**src/rtl/data_bus_arbiter.sv**
```systemverilog
// ---------------------------------------------------------------------------
// data_bus_arbiter
//
// Merges N_CH cache-side petition/ready channels onto one memory-side
// petition/ready channel. Only one transaction is in flight at a time. The
// winning channel's op, address and store line are captured in registers, so
// the memory side sees stable values while the transaction runs.
//
// Parameters:
//   N_CH    number of consumer channels (>= 2)
//   ADDR_W  address width
//   LINE_W  data line width
//   RR_EN   1 = round-robin arbitration, 0 = fixed priority (channel 0 wins)
//
// Ports (channel i uses slice [i*W +: W] of every packed channel vector):
//   clk, rst      rising-edge clock, asynchronous active-high reset
//   c_addr        channel addresses                      (N_CH*ADDR_W)
//   c_ldp, c_srp  channel load / store petitions         (N_CH)
//   c_srData      channel store lines                    (N_CH*LINE_W)
//   c_ldr, c_srr  channel load / store ready pulses      (N_CH)
//   c_ldData      load line, valid while c_ldr[i] is high
//   m_addr        address to memory
//   m_ldp, m_srp  load / store petitions to memory
//   m_srData      store line to memory
//   m_ldr, m_srr  memory load / store ready
//   m_ldData      memory load line
// ---------------------------------------------------------------------------
module data_bus_arbiter #(
   parameter int N_CH   = 2,
   parameter int ADDR_W = 32,
   parameter int LINE_W = 32,
   parameter int RR_EN  = 1
) (
   input  logic                     clk,
   input  logic                     rst,
   input  logic [N_CH*ADDR_W-1:0]   c_addr,
   input  logic [N_CH-1:0]          c_ldp,
   input  logic [N_CH-1:0]          c_srp,
   input  logic [N_CH*LINE_W-1:0]   c_srData,
   output logic [N_CH-1:0]          c_ldr,
   output logic [N_CH-1:0]          c_srr,
   output logic [LINE_W-1:0]        c_ldData,
   output logic [ADDR_W-1:0]        m_addr,
   output logic                     m_ldp,
   output logic                     m_srp,
   output logic [LINE_W-1:0]        m_srData,
   input  logic                     m_ldr,
   input  logic                     m_srr,
   input  logic [LINE_W-1:0]        m_ldData
);

   localparam int IDX_W = (N_CH > 1) ? $clog2(N_CH) : 1;

   typedef enum logic [1:0] {
      IDLE,
      BUSY,
      RESP
   } state_t;

   state_t                 state;
   logic [IDX_W-1:0]       rr_ptr;
   logic [IDX_W-1:0]       gnt_idx;
   logic                   op_store;

   logic [N_CH-1:0]        pending;
   logic                   win_found;
   logic [IDX_W-1:0]       win_idx;
   logic [IDX_W-1:0]       next_ptr;
   logic [N_CH-1:0]        gnt_onehot;
   logic                   op_done;
   logic [ADDR_W-1:0]      addr_arr   [N_CH];
   logic [LINE_W-1:0]      srdata_arr [N_CH];

   // A channel is pending if it has either petition up. A channel raising
   // both at once gets its store served first; the load is picked up again
   // as an ordinary request on a later pass through IDLE.
   assign pending = c_ldp | c_srp;

   // Unpack the packed channel vectors into arrays so the winner's fields
   // can be selected by index.
   always_comb begin
      for (int i = 0; i < N_CH; i++) begin
         addr_arr[i]   = c_addr[i*ADDR_W +: ADDR_W];
         srdata_arr[i] = c_srData[i*LINE_W +: LINE_W];
      end
   end

   // Winner selection. Round-robin scans from rr_ptr upward and wraps around
   // modulo N_CH; fixed priority scans from channel 0. The first pending
   // candidate found in the scan wins.
   always_comb begin
      logic [IDX_W-1:0] cand;
      cand      = '0;
      win_found = 1'b0;
      win_idx   = '0;
      for (int off = 0; off < N_CH; off++) begin
         if (RR_EN != 0) begin
            cand = IDX_W'((int'(rr_ptr) + off) % N_CH);
         end else begin
            cand = IDX_W'(off);
         end
         if (!win_found && pending[cand]) begin
            win_found = 1'b1;
            win_idx   = cand;
         end
      end
   end

   // Helpers for the sequential block: the pointer value after the current
   // grant, a one-hot mask of the granted channel, and whether memory has
   // returned the ready that matches the latched op. A ready of the other
   // kind does not count.
   assign next_ptr   = (gnt_idx == IDX_W'(N_CH - 1)) ? '0 : gnt_idx + 1'b1;
   assign gnt_onehot = {{(N_CH-1){1'b0}}, 1'b1} << gnt_idx;
   assign op_done    = op_store ? m_srr : m_ldr;

   // Main controller. Every output is a register, so the memory petitions
   // rise one cycle after the grant and the channel ready appears one cycle
   // after the memory ready. Reset clears the petitions asynchronously, which
   // abandons any request in flight without ever answering it.
   always_ff @(posedge clk or posedge rst) begin
      if (rst) begin
         state    <= IDLE;
         rr_ptr   <= '0;
         gnt_idx  <= '0;
         op_store <= 1'b0;
         m_addr   <= '0;
         m_ldp    <= 1'b0;
         m_srp    <= 1'b0;
         m_srData <= '0;
         c_ldr    <= '0;
         c_srr    <= '0;
         c_ldData <= '0;
      end else begin
         case (state)
            IDLE: begin
               c_ldr <= '0;
               c_srr <= '0;
               if (win_found) begin
                  gnt_idx  <= win_idx;
                  op_store <= c_srp[win_idx];
                  m_addr   <= addr_arr[win_idx];
                  m_srData <= srdata_arr[win_idx];
                  m_srp    <= c_srp[win_idx];
                  m_ldp    <= ~c_srp[win_idx];
                  state    <= BUSY;
               end
            end
            BUSY: begin
               if (op_done) begin
                  if (!op_store) begin
                     c_ldData <= m_ldData;
                  end
                  m_ldp <= 1'b0;
                  m_srp <= 1'b0;
                  c_ldr <= op_store ? '0 : gnt_onehot;
                  c_srr <= op_store ? gnt_onehot : '0;
                  state <= RESP;
               end
            end
            RESP: begin
               c_ldr <= '0;
               c_srr <= '0;
               if (RR_EN != 0) begin
                  rr_ptr <= next_ptr;
               end
               state <= IDLE;
            end
            default: begin
               state <= IDLE;
            end
         endcase
      end
   end

endmodule

```
**config.mk**
```make
export PLATFORM = sky130hd
export DESIGN_NAME = data_bus_arbiter
export DESIGN_NICKNAME = d
export VERILOG_FILES = /design/src/rtl/data_bus_arbiter.sv
export SDC_FILE = /design/constraint.sdc
export NUM_CORES = 1
export LEC_CHECK = 0
export BUFFER_PORTS_ARGS = -buffer_cell sky130_fd_sc_hd__clkbuf_2
export CAP_MARGIN = 20
export CELL_PAD_IN_SITES_DETAIL_PLACEMENT = 1
export CELL_PAD_IN_SITES_GLOBAL_PLACEMENT = 1
export CORE_MARGIN = 3
export CORE_UTILIZATION = 36
export CTS_CLUSTER_DIAMETER = 120
export DETAILED_ROUTE_END_ITERATION = 6
export GPL_TIMING_DRIVEN = 1
export PLACE_DENSITY_LB_ADDON = 0.1
export SLEW_MARGIN = 20
export SYNTH_ARGS = -nofsm -noshare
export SYNTH_HDL_FRONTEND = slang
export SYNTH_SLANG_ARGS = --single-unit
```
**constraint.sdc**
```tcl
create_clock -name clk -period 4.9 [get_ports clk]
set_input_delay 0.735 -clock clk [delete_from_list [all_inputs] [get_ports clk]]
set_output_delay 0.735 -clock clk [all_outputs]
set_load 0.01 [all_outputs]
```
==> qor.yml, run 1 <==
cts_max_level: 3
maxCapViolCount: 0
timing.setup.critical_path_class: "input pin to flip-flop"
via_count: 4894
ctsResizeCount: 0
first_pass_iters: 5
final_layout_size_suffix_gt1_share_pct: 44.26
antenna-diode-count: 0
finalNetCount: 886
clk_root_buffer_cell: "sky130_fd_sc_hd__clkbuf_16"
number_of_hold_slack_violations_in_the_final_timing_report: 0
first_global_vias: 5172
syn_avg_cell_area_sq_um: 10.51
worstPathCellList: "clkbuf_2 -> nor2_4 -> buf_4 -> o21ai_0 -> a31oi_1"
layout.cells.most_common: "sky130_fd_sc_hd__clkbuf_2"
synth_nets: 653
worst_slew_margin_rel_pct: 27.79
worst_path_max_delay_cell: "sky130_fd_sc_hd__nor2_4"
tritoncts_buffer_count: 9
syn-instance-count: 485
detail-route-antenna-nets: 0
final_cell_mix: "269 x sky130_fd_sc_hd__clkbuf_2, 107 x sky130_fd_sc_hd__dfrtp_1, 67 x sky130_fd_sc_hd__o21ai_0"
synth.yosys.warnings: 0
finalSetupViolations: 0
insertion_delay_ps: 350
tightest_slew_ps: 1080
final.setup_skew_ps: 4.932
die_width_um: 125.0
critical_path_arrival_ps: 2650
timing.final.crit_share_pct: 48.67
cts_setup_buffers: 0
tritoncts: "built"
compound_gate_portion_of_the_synthesized_area_pct: 22.48
cts.sink_count: 107
final_cell_count_no_fill: 899
vias_per_cell: 5.444
synth_top_area_share_pct: 52.53
post_synth_num_cell_types: 27
yosys.area_share.xor_xnor_pct: 0
post_synthesis_share_of_cell_area_spent_on_and_or_nand_and_nor_gates_pct: 11.22
floorplan.die.height_um: 125.0
synth.ff_latch_count: 107
crit_required_ps: 5170
post_synth_adder_cell_area_pct: 0
cts_hold_buffers: 0
synth_largest_area_cell: "sky130_fd_sc_hd__dfrtp_1"
finalWorstPathRequiredPeriod_ps: 2385
p_leak_nw: 3.130
cts-root-to-sink-buffers: 2
total_routing_usage_reported_by_global_routing_pct: 21.78
clkTransAtPathRegs_ps: 80
n_fill_cell: 1586
num_io_pins: 270
cp-start-kind: "input pin"
cp_top_family: "simple AND/OR/NAND/NOR gates"
outcome: "completed"
floorplan.die_area_sq_mm: 0.01562
gp_congestion: 0.7680
setup_tns_ps: 0
syn2layout_area_growth_pct: 32.30
maximum_number_of_pins_on_one_net_before_global_route_repair: 73
critical_path_buf_inv_count: 2
dp_hpwl_mm: 12.17
power_density_mw_per_mm2: 630.3
hold_class: "flip-flop to flip-flop"
timing.fmax_ghz: 0.4193
combinational_family_with_the_most_area_after_synthesis: "compound AO/OA/AOI/OAI gates"
place_inst: 883
power.ir.vdd_worst_mv: 0.2555
initial_core_util_pct: 37.60
rows: 42
design.core.area_sq_mm: 0.01356
grt_pass1_wl_mm: 27.66
cell_area_after_synthesis_sq_mm: 0.005097
timing_max_transition_violations_final: 0
critical-path-max-stage-delay_ps: 730
remaining_drc_errors: 0
global_route.overflow_total: 0
number_of_antenna_violations_at_the_first_check_in_global_routing: 0
total_power_mw: 4.251
seq_area_frac_synth_pct: 52.53
setup_repair_after_global_routing_missed_its_margin: "no"
postRouteWirelength_mm: 17.19
muxShareOfSynthArea_pct: 8.076
numPortBuffers: 269
top_area_cells_in_the_synthesized_netlist: "sky130_fd_sc_hd__dfrtp_1 53%, sky130_fd_sc_hd__nand3b_1 9.4%, sky130_fd_sc_hd__a31oi_1 7.9%"
cp-end-kind: "flip-flop"
routedWlPerCell_um: 19.12
path_max_fanout: 72
initialDrtViolationCount: 349
[stage by stage]
stage	setup WS [ps]	util (%)	hold slack [ps]	cell area, sq um
2_1_floorplan	1348	-	490.5	5097
3_3_place_gp	2245	47.64	467.9	6459
3_5_place_dp	2128	47.64	478.2	6459
4_1_cts	2494	49.74	495.7	6744
5_1_grt	2253	49.74	519.1	6744
6_report	2515	49.74	495.9	6744
[Yosys cell counts (all sizes together)]
cell       n
dfrtp    107
o21ai     67
a21oi     64
a31oi     64
nand3b    64
clkbuf    34
mux2      33
buf       19
nand2      5
mux2i      4
nor2       4
inv        3
nand2b     2
o211ai     2
o2bb2ai    2
o41ai      2
a21boi     1
a21o       1
and2       1
nor3b      1
nor4       1
o21a       1
o21ba      1
o21bai     1
or4        1
[where the power goes]
group / switching (mW) / total (mW) / leakage, nW / internal [mW]
Sequential: 0.283 / 1.62 / 1.24 / 1.34
Combinational: 1.14 / 1.92 / 1.75 / 0.785
Clock: 0.352 / 0.707 / 0.143 / 0.355
Total: 1.77 / 4.25 / 3.13 / 2.48
[final cells by class]
class | count | area (sq um) | share of cell area [%]
tap | 176 | 220.2 | 3.265
clock inverter | 7 | 60.06 | 0.8905
clock buffer | 9 | 225.2 | 3.340
sequential | 107 | 2678 | 39.70
inverter | 3 | 13.76 | 0.2041
timing repair buffer | 275 | 1391 | 20.63
multi-input combinational | 322 | 2156 | 31.97
[flip-flops by register name (all words and copies together), names as in the netlist, 2 cells and up]
register	flops
c_ldData	32
m_addr	32
m_srData	32
c_ldr	2
c_srr	2
state	2
[routing by layer]
| layer | vias to the layer above | global-route usage [%] | share of wire, % |
|---|---|---|---|
| met1 | 2413 | 28.36 | 42 |
| met4 | 0 | 6.888 | 1.8 |
| met2 | 197 | 35.87 | 49 |
| met5 | - | 0 | 0 |
| li1 | 2265 | - | - |
| met3 | 19 | 5.501 | 7.0 |
[worst reg2reg max path: stages (launching register included)]
cell and delay [ps]:
sky130_fd_sc_hd__dfrtp_1 480, sky130_fd_sc_hd__nor2_4 150, sky130_fd_sc_hd__buf_4 590, sky130_fd_sc_hd__nand2_1 340, sky130_fd_sc_hd__mux2_2 340
[cell families (layout without fill, tap and decap cells)]
logic type	count (synthesis)	after routing
buffers and inverters	56	294
multiplexers	37	37
flip-flops	107	107
AO/OA/AOI/OAI	206	206
AND/OR/NAND/NOR	79	79
[worst paths after layout]
path | to | from | cells past startpoint | slack [ps]
max | m_srData[27] | c_ldp[1] | 5 | 2520
min | c_ldData[30] | c_ldData[30] | 1 | 500
max reg2reg | m_ldp | state[0] | 4 | 2890
min reg2reg | c_ldData[30] | c_ldData[30] | 1 | 500
max in group asynchronous | c_ldData[13] | rst | 3 | 3270
min in group asynchronous | c_ldData[9] | rst | 2 | 530
No activity file was read; power rests on OpenSTA's default activity.
==> inputs of run 2 (changes only) <==
CORE_UTILIZATION = 33   (was 36)
clock period = 2.3 ns   (was 4.9 ns; I/O delays follow)
==> qor.yml, run 2 (synthesis results as in run 1) <==
remaining_drc_errors: 0
number_of_antenna_violations_at_the_first_check_in_global_routing: 0
cts_hold_buffers: 0
via_count: 4852
outcome: "completed"
p_int_mw: 5.587
netSwitchingPower_mw: 3.811
first_pass_iters: 4
cp-start-kind: "flip-flop"
cts_max_level: 3
dp_hpwl_mm: 12.37
floorplan.die_area_sq_mm: 0.01697
r2r_setup_slack_ps: 450
insertion_delay_ps: 350
first_global_vias: 5040
path_max_fanout: 32
cts-root-to-sink-buffers: 2
power.ir.vdd_worst_mv: 0.4692
final_area_sq_mm: 0.006908
vias_per_cell: 5.326
routedWlPerCell_um: 19.39
final_cell_mix: "269 x sky130_fd_sc_hd__clkbuf_2, 107 x sky130_fd_sc_hd__dfrtp_1, 67 x sky130_fd_sc_hd__o21ai_0"
clock_power_share_pct: 18.4
place_inst: 895
final.setup_skew_ps: 9.016
finalNetCount: 890
swShare_pct: 40.55
worst_slew_margin_rel_pct: 48.85
cp-end-kind: "flip-flop"
crit_required_ps: 2530
hold_class: "input pin to async pin"
final_cell_count_no_fill: 911
critical_path_arrival_ps: 2080
detail-route-antenna-nets: 0
power_density_mw_per_mm2: 1360
postRouteWirelength_mm: 17.67
maxCapViolCount: 0
numPortBuffers: 269
power.sequential.fraction_pct: 36.9
timing.fmax_ghz: 0.5400
initial_core_util_pct: 34.42
tritoncts: "built"
cts.sink_count: 107
p_leak_nw: 3.186
clk_root_buffer_cell: "sky130_fd_sc_hd__clkbuf_16"
timing.final.crit_share_pct: 80.51
num_io_pins: 270
setup_repair_after_global_routing_missed_its_margin: "no"
global_route.overflow_total: 0
worst_r2r_startpoint: "state[0]"
critical_r2r_capture: "c_ldData[17]"
finalSetupViolations: 0
floorplan.die.height_um: 130.3
r2r_cells: 4
antenna-diode-count: 0
die_width_um: 130.3
design.core.area_sq_mm: 0.01481
biggestRegsByFlops: "c_ldData: 32 flops, m_addr: 32 flops, m_srData: 32 flops"
tightest_slew_ps: 767.2
worstSetupStartpoint: "state[0]"
rows: 44
total_routing_usage_reported_by_global_routing_pct: 20.29
final_layout_size_suffix_gt1_share_pct: 44.57
setup_tns_ps: 0
initialDrtViolationCount: 214
gp_congestion: 0.7707
layout.cells.most_common: "sky130_fd_sc_hd__clkbuf_2"
finalWorstPathRequiredPeriod_ps: 1852
maximum_number_of_pins_on_one_net_before_global_route_repair: 130
timing_max_transition_violations_final: 0
clkTransAtPathRegs_ps: 80
tritoncts_buffer_count: 9
combPwrFrac_pct: 44.7
grt_pass1_wl_mm: 26.86
syn2layout_area_growth_pct: 35.52
cts_setup_buffers: 0
placedInstanceArea_sq_mm: 0.006575
number_of_hold_slack_violations_in_the_final_timing_report: 0
ctsResizeCount: 0
timing.setup.critical_path_class: "flip-flop to flip-flop"
==> run 2: changes by cell type in the layout (fill, tap and decap cells not counted) <==
cell	delta
sky130_fd_sc_hd__buf_12	+6
sky130_fd_sc_hd__buf_4	-2
sky130_fd_sc_hd__bufinv_16	+2
sky130_fd_sc_hd__clkbuf_8	+1
sky130_fd_sc_hd__clkinv_2	-1
sky130_fd_sc_hd__clkinv_4	-1
sky130_fd_sc_hd__clkinvlp_4	+2
sky130_fd_sc_hd__inv_4	-1
sky130_fd_sc_hd__inv_6	-1
sky130_fd_sc_hd__inv_8	-1
==> run 2: area by class of cell <==
type                       instances  area [sq um]
clock inverter                     6         93.84
inverter                           3         15.01
sequential                       107          2678
fill                            1708          7901
multi-input combinational        322          2156
clock buffer                      10         239.0
timing repair buffer             279          1496
tap                              184         230.2
==> run 2: how the worst max path moves through the flow <==
stage | slack [ps] | end | depth (start not counted)
6_report | 450 | c_ldData[17] | 4
5_1_grt | 300 | m_srData[21] | 5
4_1_cts | 410 | c_ldData[17] | 4
3_5_place_dp | 320 | m_srData[12] | 5
3_3_place_gp | 360 | m_srData[22] | 5
2_1_floorplan | 650 | c_ldData[0] | 5
==> run 2: stage by stage <==
step | util [%] | hold slack, ps | total power [mW] | worst slack, ps
floorplan | - | 479.7 | 5.988 | 645.6
global placement | 44.40 | 469.8 | 7.599 | 362.9
detailed placement | 44.40 | 479.0 | 7.777 | 318.7
CTS | 46.65 | 115.6 | 9.536 | 411.4
global route | 46.65 | 132.0 | 10.11 | 298.4
finish | 46.65 | 99.99 | 9.398 | 448.2
==> run 2: power by group through the flow <==
stage                     registers, mW  clock network, mW  logic (mW)
after floorplan                    3.80                  0        2.19
after global placement             3.47                  0        4.13
after detailed placement           3.50                  0        4.28
after CTS                          3.48               1.78        4.28
after global routing               3.58               1.86        4.67
final                              3.47               1.73        4.20
==> run 2: per-layer routing <==
metal / global-route usage (%) / routed length (um) / up-vias
met5: 0 / 0 / -
met4: 6.724 / 307 / 0
met3: 4.216 / 1157 / 16
met2: 33.34 / 8512 / 191
met1: 26.80 / 7688 / 2360
li1: - / - / 2285
==> run 2: worst max-delay path, stage by stage, from the launching register on <==
cell and delay [ps]:
sky130_fd_sc_hd__dfrtp_1 540, sky130_fd_sc_hd__nand2b_1 270, sky130_fd_sc_hd__nor3b_4 320, sky130_fd_sc_hd__buf_12 240, sky130_fd_sc_hd__mux2_2 360
